File: src/rtl/csi_cin_framer.sv
// Input framer for the CSI packetizer: tags raw words with sof/sol/eol/eof and buffers them
// in a show-ahead FIFO. Optional drop counter enabled by CSI_CIN_FRAMER_DROP_CNT_EN.
module csi_cin_framer #(
   parameter int P_CIN_DATA_WIDTH = 32,
   parameter int P_FIFO_DEPTH     = 16,
   parameter int P_CNT_WIDTH      = 16
) (
   input  logic                          csi_clk,
   input  logic                          rst_n,
   input  logic                          cfg_en,
   input  logic [P_CNT_WIDTH-1:0]        cfg_line_words,
   input  logic [P_CNT_WIDTH-1:0]        cfg_lines,
   input  logic [P_CIN_DATA_WIDTH-1:0]   cin_data,
   input  logic                          cin_valid,
   output logic [P_CIN_DATA_WIDTH-1:0]   data,
   output logic                          valid,
   input  logic                          ready,
   output logic                          sof,
   output logic                          sol,
   output logic                          eol,
   output logic                          eof,
   output logic                          ovf,
   input  logic                          ovf_clr,
   output logic [$clog2(P_FIFO_DEPTH):0] level
`ifdef CSI_CIN_FRAMER_DROP_CNT_EN
  ,output logic [15:0]                   drop_cnt
`endif
);

   localparam int AW = $clog2(P_FIFO_DEPTH);
   localparam int EW = P_CIN_DATA_WIDTH + 4;
   localparam int CW = P_CNT_WIDTH;

   typedef enum logic {IDLE, RUN} state_e;

   state_e          state_q, state_d;
   logic [CW-1:0]   word_idx_q, word_idx_d;
   logic [CW-1:0]   line_idx_q, line_idx_d;
   logic [CW-1:0]   lw_last, ln_last;
   logic            t_sof, t_sol, t_eol, t_eof;

   logic [EW-1:0]   mem_q [P_FIFO_DEPTH];
   logic [AW-1:0]   wr_ptr_q, rd_ptr_q;
   logic [AW:0]     level_q, level_d;
   logic            ovf_q, ovf_d;
   logic            full, pop, push_req, push, drop;

   // A zero config is treated as one word/line, so the last index is 0 in both cases.
   assign lw_last = (cfg_line_words == '0) ? '0 : cfg_line_words - CW'(1);
   assign ln_last = (cfg_lines == '0)      ? '0 : cfg_lines - CW'(1);

   assign t_sol = (word_idx_q == '0);
   assign t_eol = (word_idx_q == lw_last);
   assign t_sof = t_sol & (line_idx_q == '0);
   assign t_eof = t_eol & (line_idx_q == ln_last);

   assign valid    = (level_q != '0);
   assign full     = (level_q == (AW+1)'(P_FIFO_DEPTH));
   assign pop      = valid & ready;
   assign push_req = (state_q == RUN) & cin_valid;
   assign push     = push_req & (~full | pop);
   assign drop     = push_req & full & ~pop;

   always_comb begin
      state_d    = state_q;
      word_idx_d = word_idx_q;
      line_idx_d = line_idx_q;
      case (state_q)
         IDLE: begin
            word_idx_d = '0;
            line_idx_d = '0;
            if (cfg_en) state_d = RUN;
         end
         RUN: begin
            // Counters advance on drops too, keeping framing aligned to the source.
            if (push_req) begin
               if (t_eol) begin
                  word_idx_d = '0;
                  line_idx_d = t_eof ? '0 : line_idx_q + CW'(1);
               end else begin
                  word_idx_d = word_idx_q + CW'(1);
               end
            end
            if (!cfg_en) begin
               state_d    = IDLE;
               word_idx_d = '0;
               line_idx_d = '0;
            end
         end
         default: state_d = IDLE;
      endcase
   end

   always_comb begin
      level_d = level_q + (AW+1)'(push) - (AW+1)'(pop);
      ovf_d   = ovf_q;
      if (ovf_clr) ovf_d = 1'b0;
      if (drop)    ovf_d = 1'b1;
   end

   always_ff @(posedge csi_clk or negedge rst_n) begin
      if (!rst_n) begin
         state_q    <= IDLE;
         word_idx_q <= '0;
         line_idx_q <= '0;
         wr_ptr_q   <= '0;
         rd_ptr_q   <= '0;
         level_q    <= '0;
         ovf_q      <= 1'b0;
         for (int i = 0; i < P_FIFO_DEPTH; i++) mem_q[i] <= '0;
      end else begin
         state_q    <= state_d;
         word_idx_q <= word_idx_d;
         line_idx_q <= line_idx_d;
         level_q    <= level_d;
         ovf_q      <= ovf_d;
         if (push) begin
            mem_q[wr_ptr_q] <= {t_sof, t_sol, t_eol, t_eof, cin_data};
            wr_ptr_q        <= wr_ptr_q + AW'(1);
         end
         if (pop) rd_ptr_q <= rd_ptr_q + AW'(1);
      end
   end

   assign {sof, sol, eol, eof, data} = mem_q[rd_ptr_q];
   assign ovf   = ovf_q;
   assign level = level_q;

`ifdef CSI_CIN_FRAMER_DROP_CNT_EN
   logic [15:0] drop_cnt_q, drop_cnt_d;

   always_comb begin
      drop_cnt_d = drop_cnt_q;
      if (drop) begin
         if (ovf_clr)                    drop_cnt_d = 16'd1;
         else if (drop_cnt_q != 16'hFFFF) drop_cnt_d = drop_cnt_q + 16'd1;
      end else if (ovf_clr) begin
         drop_cnt_d = '0;
      end
   end

   always_ff @(posedge csi_clk or negedge rst_n) begin
      if (!rst_n) drop_cnt_q <= '0;
      else        drop_cnt_q <= drop_cnt_d;
   end

   assign drop_cnt = drop_cnt_q;
`endif

endmodule

File: config.mk
export PLATFORM = sky130hd
export DESIGN_NAME = csi_cin_framer
export DESIGN_NICKNAME = d
export VERILOG_FILES = /design/src/rtl/csi_cin_framer.sv
export SDC_FILE = /design/constraint.sdc
export NUM_CORES = 1
export LEC_CHECK = 0
export CORE_MARGIN = 5
export CORE_UTILIZATION = 60
export DETAILED_ROUTE_END_ITERATION = 12
export DONT_BUFFER_PORTS = 1
export GPL_TIMING_DRIVEN = 0
export PLACE_DENSITY = 0.72
export SETUP_SLACK_MARGIN = 0.1
export SYNTH_ARGS = -nofsm -noshare
export SYNTH_HDL_FRONTEND = slang
export SYNTH_SLANG_ARGS = --single-unit
File: constraint.sdc
create_clock -name csi_clk -period 6.69 [get_ports csi_clk]
set_clock_uncertainty 0.1 [all_clocks]
set_input_delay 0 -clock csi_clk [delete_from_list [all_inputs] [get_ports csi_clk]]
set_output_delay 0 -clock csi_clk [all_outputs]
set_load 0.02 [all_outputs]
== After elaboration in Yosys (flattened, before gate mapping) ==
Index checks and enable logic that the tools add are counted.

* Register bits after elaboration: 623
* Word-level logic and storage cells: 80

* $add $sub $neg: 8
* Magnitude comparators: 3
* Eq/ne operators: 5
* Mux-type cells: 20
* Bitwise logic cells: 13
* Reduce and logical (&&, ||, !) cells: 8

{| class="wikitable"
|+ Operator list
! cell !! number
|-
| $bwmux W576 || 1
|-
| $bmux W36 S4 || 1
|-
| $demux W36 S4 || 1
|-
| $mux W16 || 9
|-
| $mux W36 || 3
|-
| $logic_not A16 Y1 || 4
|-
| $pmux W16 S2 || 2
|-
| $add A16 B1 Y16 const B || 2
|-
| $eq A16 B16 Y1 || 2
|-
| $sub A16 B1 Y16 const B || 2
|-
| $ge A5 B5 Y1 const B || 2
|-
| $not A4 Y5 || 2
|-
| $add A4 B1 Y4 const B || 2
|-
| $and A1 B1 Y1 || 7
|-
| $ne A3 B2 Y1 const B || 2
|-
| $add A5 B1 Y5 || 1
|-
| $eq A5 B5 Y1 const B || 1
|-
| $lt A5 B1 Y1 const B || 1
|-
| $reduce_bool A5 Y1 || 1
|-
| $sub A5 B1 Y5 || 1
|-
| $mux W1 || 3
|-
| $not A1 Y1 || 3
|-
| $reduce_and A2 Y1 || 1
|-
| $reduce_bool A2 Y1 || 1
|-
| other kinds (2) || 2
|}

== Depth between registers and ports, before layout ==
* Depth after elaboration: 9
* Gate-level depth with buffers: 16
* Mapped depth without buffers: 15

== Least setup slack after synthesis ==
Ideal clock, no wire load.

* Kind: input port to flip-flop
* Start point: in cfg_lines[10]
* End point: reg line_idx_q[2]
* Setup time: 0.136 ns
* Arrival time: 2.894 ns
* Setup slack: 3.559 ns
* Stages on the path: 11
* Path buffers: 3
* Cell sequence: buf_2 -> or4_1 -> clkbuf_1 -> nor4_1 -> mux2_2 -> or4b_1 -> nor4_4 -> nand3_1 -> buf_2 -> a21oi_2 -> o32ai_2

* Word-level cells in the longest chain between the ends: 9

{| class="wikitable"
|+ Ends and longest elaborated chain
! element !! RTL line !! text
|-
| start, declared || 12 || <nowiki>input logic [P_CNT_WIDTH-1:0] cfg_lines,</nowiki>
|-
| $sub A16 B1 Y16 or $logic_not A16 Y1 (tied branches) || 50 || <nowiki>assign ln_last = (cfg_lines == '0) ? '0 : cfg_lines - CW'(1);</nowiki>
|-
| $mux W16 (*) || 50 ||
|-
| $eq A16 B16 Y1 (*) || 55 || <nowiki>assign t_eof = t_eol & (line_idx_q == ln_last);</nowiki>
|-
| $and A1 B1 Y1 (*) || 55 ||
|-
| $mux W16 (*) || 79 || <nowiki>line_idx_d = t_eof ? '0 : line_idx_q + CW'(1);</nowiki>
|-
| $mux W16 (*) || 77 || <nowiki>if (t_eol) begin</nowiki>
|-
| $mux W16 (*) || 76 || <nowiki>if (push_req) begin</nowiki>
|-
| $mux W16 (*) || 84 || <nowiki>if (!cfg_en) begin</nowiki>
|-
| $pmux W16 S2 (*) || 68 || <nowiki>case (state_q)</nowiki>
|-
| end signal, assigned || 114 || <nowiki>line_idx_q <= line_idx_d;</nowiki>
|-
| end, declared || 38 || <nowiki>logic [CW-1:0] line_idx_q, line_idx_d;</nowiki>
|}

Every way passes the cells marked *; elsewhere a longest branch is shown, timed or not. The select of a mux whose other input is x is not followed.
A chain may end at the register's enable or synchronous reset.

== Final worst setup path ==
* Start point: reg level_q[3] (netlist: level[3])
* End point: reg mem_q[209] (netlist name)

* Word-level cells in the longest chain between the ends: 4

{| class="wikitable"
|+ Ends and longest elaborated chain
! element !! RTL line !! text
|-
| start, declared || 44 || <nowiki>logic [AW:0] level_q, level_d;</nowiki>
|-
| start signal, assigned || 115 || <nowiki>level_q <= level_d;</nowiki>
|-
| $reduce_bool A5 Y1 or $eq A5 B5 Y1 (tied branches) || 57, 58 ||
|-
| $and A1 B1 Y1 or $not A1 Y1 (tied branches) || 59, 61 ||
|-
| $or A1 B1 Y1 (*) || 61 || <nowiki>assign push = push_req & (~full | pop);</nowiki>
|-
| $and A1 B1 Y1 (*) || 61 ||
|-
| end signal, assigned by index || 118 || <nowiki>mem_q[wr_ptr_q] <= {t_sof, t_sol, t_eol, t_eof, cin_data};</nowiki>
|-
| end, declared || 42 || <nowiki>logic [EW-1:0] mem_q [P_FIFO_DEPTH];</nowiki>
|}

Every way passes the cells marked *; elsewhere a longest branch is shown, timed or not.

==> results list <==
* Status: finished with violations
- The final reports fail on negative hold slack, max-slew violations.
- Sequential elements use 51.7% of the synthesized area.
* Footprint of the flip-flops and latches: ~16000 sq um
- Counting every sink on the clock net gives 623.
- CTS HTree Levels: 3
- Setup violations remaining at the end of the flow were counted as 0.
* Routed vias/inst: 6.35
- After the first detailed-routing iteration, the DRC count stood at 1417.
- Average wire length per cell after detail routing: 25.0 um
* Worst EP required: 7050 ps
- Multi-input logic area: 13700 sq um
* Total cell area at the placement stage: between 30000 and 40000 sq um
- Counting along the longest clock path gives a buffer depth of 3.
* Critical-path cell list: inv_1 -> ha_1 -> nand4b_1 -> nor2b_1 -> clkbuf_1 -> inv_1 -> nor3b_1 -> nand2_1 -> clkbuf_1 -> buf_1 -> mux2_2
- Period utilisation layout: between 60 and 70%
- Max Clock Freq: 0.232 GHz
- Worst hold slack across all endpoints: -975 ps
- Type of the setup path with the least slack: flip-flop to flip-flop
- The clock reaches the later pin of the worst-skew pair after 600 ps.
- Post-route cell area: 33600 sq um
- The worst-case IR drop observed on VDD is between 0.0002 and 0.00025 V.
- Number of post-CTS setup repair buffers: 0
- By area, the combinational part of the netlist is dominated by multiplexers.
- The critical path ends at mem_q[209]$_DFFE_PN0P_.
- Summed over all layers, the global routing overflow is 0.
- After Yosys synthesis, and, or, nand and nor cells account for 5.98% of the synthesized area.
* Number of cells produced by synthesis: 2119
* Die X-Extent: 234 um
- The post-route netlist has 38.0% of its cells at a drive strength greater than 1.
- dfrtp_1 is the most common cell in the netlist.
- The synthesized netlist devotes ~3.8% of its cell area to compound gates.
- The via count of the first global-routing pass came to 19800.
- The design draws 0.0148 W.
- Mux cell area share after synthesis: 33.5%
* Core box area: approximately 50000 sq um
- Number of antenna violations at the first check in global routing: 3
- The synthesized design contains 623 register bits.
- Setup repair after global routing left no endpoint under its margin.
* Setup crit start kind: flip-flop
* Crit path DAT: 4670 ps
* Clock edge transition at the registers on the reported setup and hold paths: approximately 60 ps
- Of the total synthesized cell area, the portion taken by XOR and XNOR cells is 1.47%.
- The initial utilization of the core area, before any placement, comes to 60.3%.
* Power density relative to cell area: 441 nW/um^2
* Post-synth top flop: dfrtp_1
- Number of unique standard cell types used by synthesis: 79
- Detailed placement ended at an HPWL of around 48000 um.
- Setup crit start: level[3]$_DFF_PN0_
* FFs w/ async S/R, synth: 100%
- Cells on worst reg2reg path: 11
- The worst register-to-register path ends at mem_q[209]$_DFFE_PN0P_.
* Share of synthesized cell area in full adder, half adder and majority cells: 0.772%
* Nets: 2315
* Final Hold Fails: just over 600
- Max-cap violations in this run came to 0.
- Slowest-stage cell, CP: dfrtp_1
* HP Class: input pin to async pin
* Hold bufs inserted after CTS: 40
* Number of nets still failing antenna checks after routing: 0
- The worst setup path is captured at a flip-flop.
* DR DRC count: 0
* Max stage delay on crit path: 710 ps
* Yosys warnings: 0
- Post-synthesis instance area: 30100 sq um
- After filler insertion, the fill cell instance count of the layout stands at 3582.
- In this run the mean area of a mapped cell was 14.2 sq um.
- The die covers 54800 sq um.
- Once the clock tree was built, the resizer swapped 0 gates to a different size.
- Commonest cells in the netlist: dfrtp_1 (623), mux2_2 (531), mux4_2 (180), clkbuf_1 (153), nand2_1 (105)
- Summed over all instances, the cell type with the most area after synthesis is dfrtp_1.
* Vias: 18700
* Y dimension of the die: 234 um
- Routed wire length: 73900 um
- During I/O placement, the number of pins put on the boundary was 113.
* Relative max-transition margin: -46.2%
* Proportion of netlist area held by the largest area contributor: 51.7%
- Pin count of the biggest net entering global routing: 624
- Along the worst path, the maximum fanout reaches 10.
* Total Neg Setup Slack: 0 ps
* Row cnt: 82
* Clock tree from TritonCTS: done
- Global routing used 27.6% of the available tracks.
- CTS Buf Count: 66
* TritonRoute pass-1 iters: 5
- Routability Congestion: ~0.9
* Syn-to-layout area delta: 11.5%
- The synthesized design contains 0 enable-type register cells.
- Largest cells by area after synthesis: dfrtp_1 (52%), mux2_2 (20%), mux4_2 (13%), clkbuf_1 (1.9%), nand2_1 (1.3%)
- The tree is rooted in a clkbuf_16.
- Buffers on Ports: 0
* Global-route wire length before repair: 116000 um
- Worst R2R Setup Slack: 2380 ps
* Post-synth net total: ~2200
* Min cycle time layout: between 4000 and 5000 ps
- Max Transition Viols Final: 467
- The analysis attributes to cell leakage a power of 14.7 nW.
- Worst flop-to-flop path startpoint: level[3]$_DFF_PN0_
- Transition at the pin with the smallest max-transition slack: 2190 ps
## per-layer routing
| metal | share of wire [%] | vias up | global-route usage, % | routed length [um] |
|---|---|---|---|---|
| met5 | 0 | - | 0 | 0 |
| met4 | 3.0 | 0 | 9.29 | 2180 |
| met1 | 42 | 9926 | 37.6 | 30700 |
| li1 | - | 8137 | - | - |
| met3 | 6.6 | 151 | 6.57 | 4880 |
| met2 | 49 | 511 | 44.5 | 36100 |
## kinds of logic after synthesis
logic type               count (synthesis)
multiplexers                           716
adder cells (fa/ha/maj)                 18
flip-flops                             623
XOR/XNOR                                49
buffers and inverters                  213
AO/OA/AOI/OAI                          168
AND/OR/NAND/NOR                        332
## worst min-delay path by stage
stage | from | endpoint | slack [ps] | cells after the start
global route | rst_n | mem_q[112]$_DFFE_PN0P_ | -1000 | 0
finish | rst_n | mem_q[112]$_DFFE_PN0P_ | -980 | 0
CTS | rst_n | mem_q[112]$_DFFE_PN0P_ | -1000 | 0
global placement | rst_n | mem_q[112]$_DFFE_PN0P_ | -360 | 0
floorplan | rst_n | level[0]$_DFF_PN0_ | -400 | 0
detailed placement | rst_n | mem_q[112]$_DFFE_PN0P_ | -370 | 0
## cells in the final DEF (no fill, tap or decap), types with 18 or more instances in the layout
cell | synthesis | layout
nor3_1 | 22 | 22
clkbuf_1 | 153 | 168
o21ai_0 | 50 | 50
nand3_1 | 33 | 33
inv_1 | 37 | 37
mux2_2 | 531 | 531
mux4_2 | 180 | 180
xnor2_1 | 30 | 30
nand2_1 | 105 | 105
a21oi_1 | 28 | 28
dfrtp_1 | 623 | 623
nand4_1 | 20 | 20
dlygate4sd3_1 | 0 | 40
xor2_1 | 18 | 18
clkbuf_16 | 0 | 68
nor2_1 | 46 | 46
## where the power goes
group	switching (W)	internal [W]	total [W]
Clock	0.00151	0.00223	0.00373
Sequential	0.000743	0.00522	0.00596
Combinational	0.00235	0.00276	0.00511
## layout make-up
type                       instances  share of cell area (%)
clock buffer                      97                    5.81
tap                              672                    2.50
sequential                       623                    46.4
multi-input combinational       1283                    40.8
clock inverter                    20                   0.797
buffer                           176                    2.08
timing repair buffer              40                    1.19
inverter                          37                   0.413
antenna                            3                  0.0223
## registers in the layout, indices dropped and copies added (netlist names)
| signal | flops |
|---|---|
| word_idx_q | 16 |
| wr_ptr_q | 4 |
| rd_ptr_q | 4 |
| state_q | 1 |
| mem_q | 576 |
| ovf | 1 |
| line_idx_q | 16 |
| level | 5 |
## worst max-delay path: cells and delay by family (launching register included)
| family | cells | cell delay, ps |
|---|---|---|
| DFF | 1 | 710 |
| adders and majority gates | 1 | 220 |
| muxes | 1 | 360 |
| buffers and inverters | 5 | 1540 |
| and+or+nand+nor | 4 | 1210 |
## through the flow
step / utilization, % / cells / setup WS, ps / hold WS [ps]
final: 67.2 / 2951 / 2380 / -975
after global routing: 67.2 / 2950 / 2090 / -1000
after CTS: 67.2 / 2948 / 2460 / -999
after detailed placement: 62.0 / 2791 / 2460 / -372
after global placement: 62.0 / 2791 / 2530 / -364
after floorplan: - / 2119 / 3560 / -396
(Power assumes the default switching activity.)
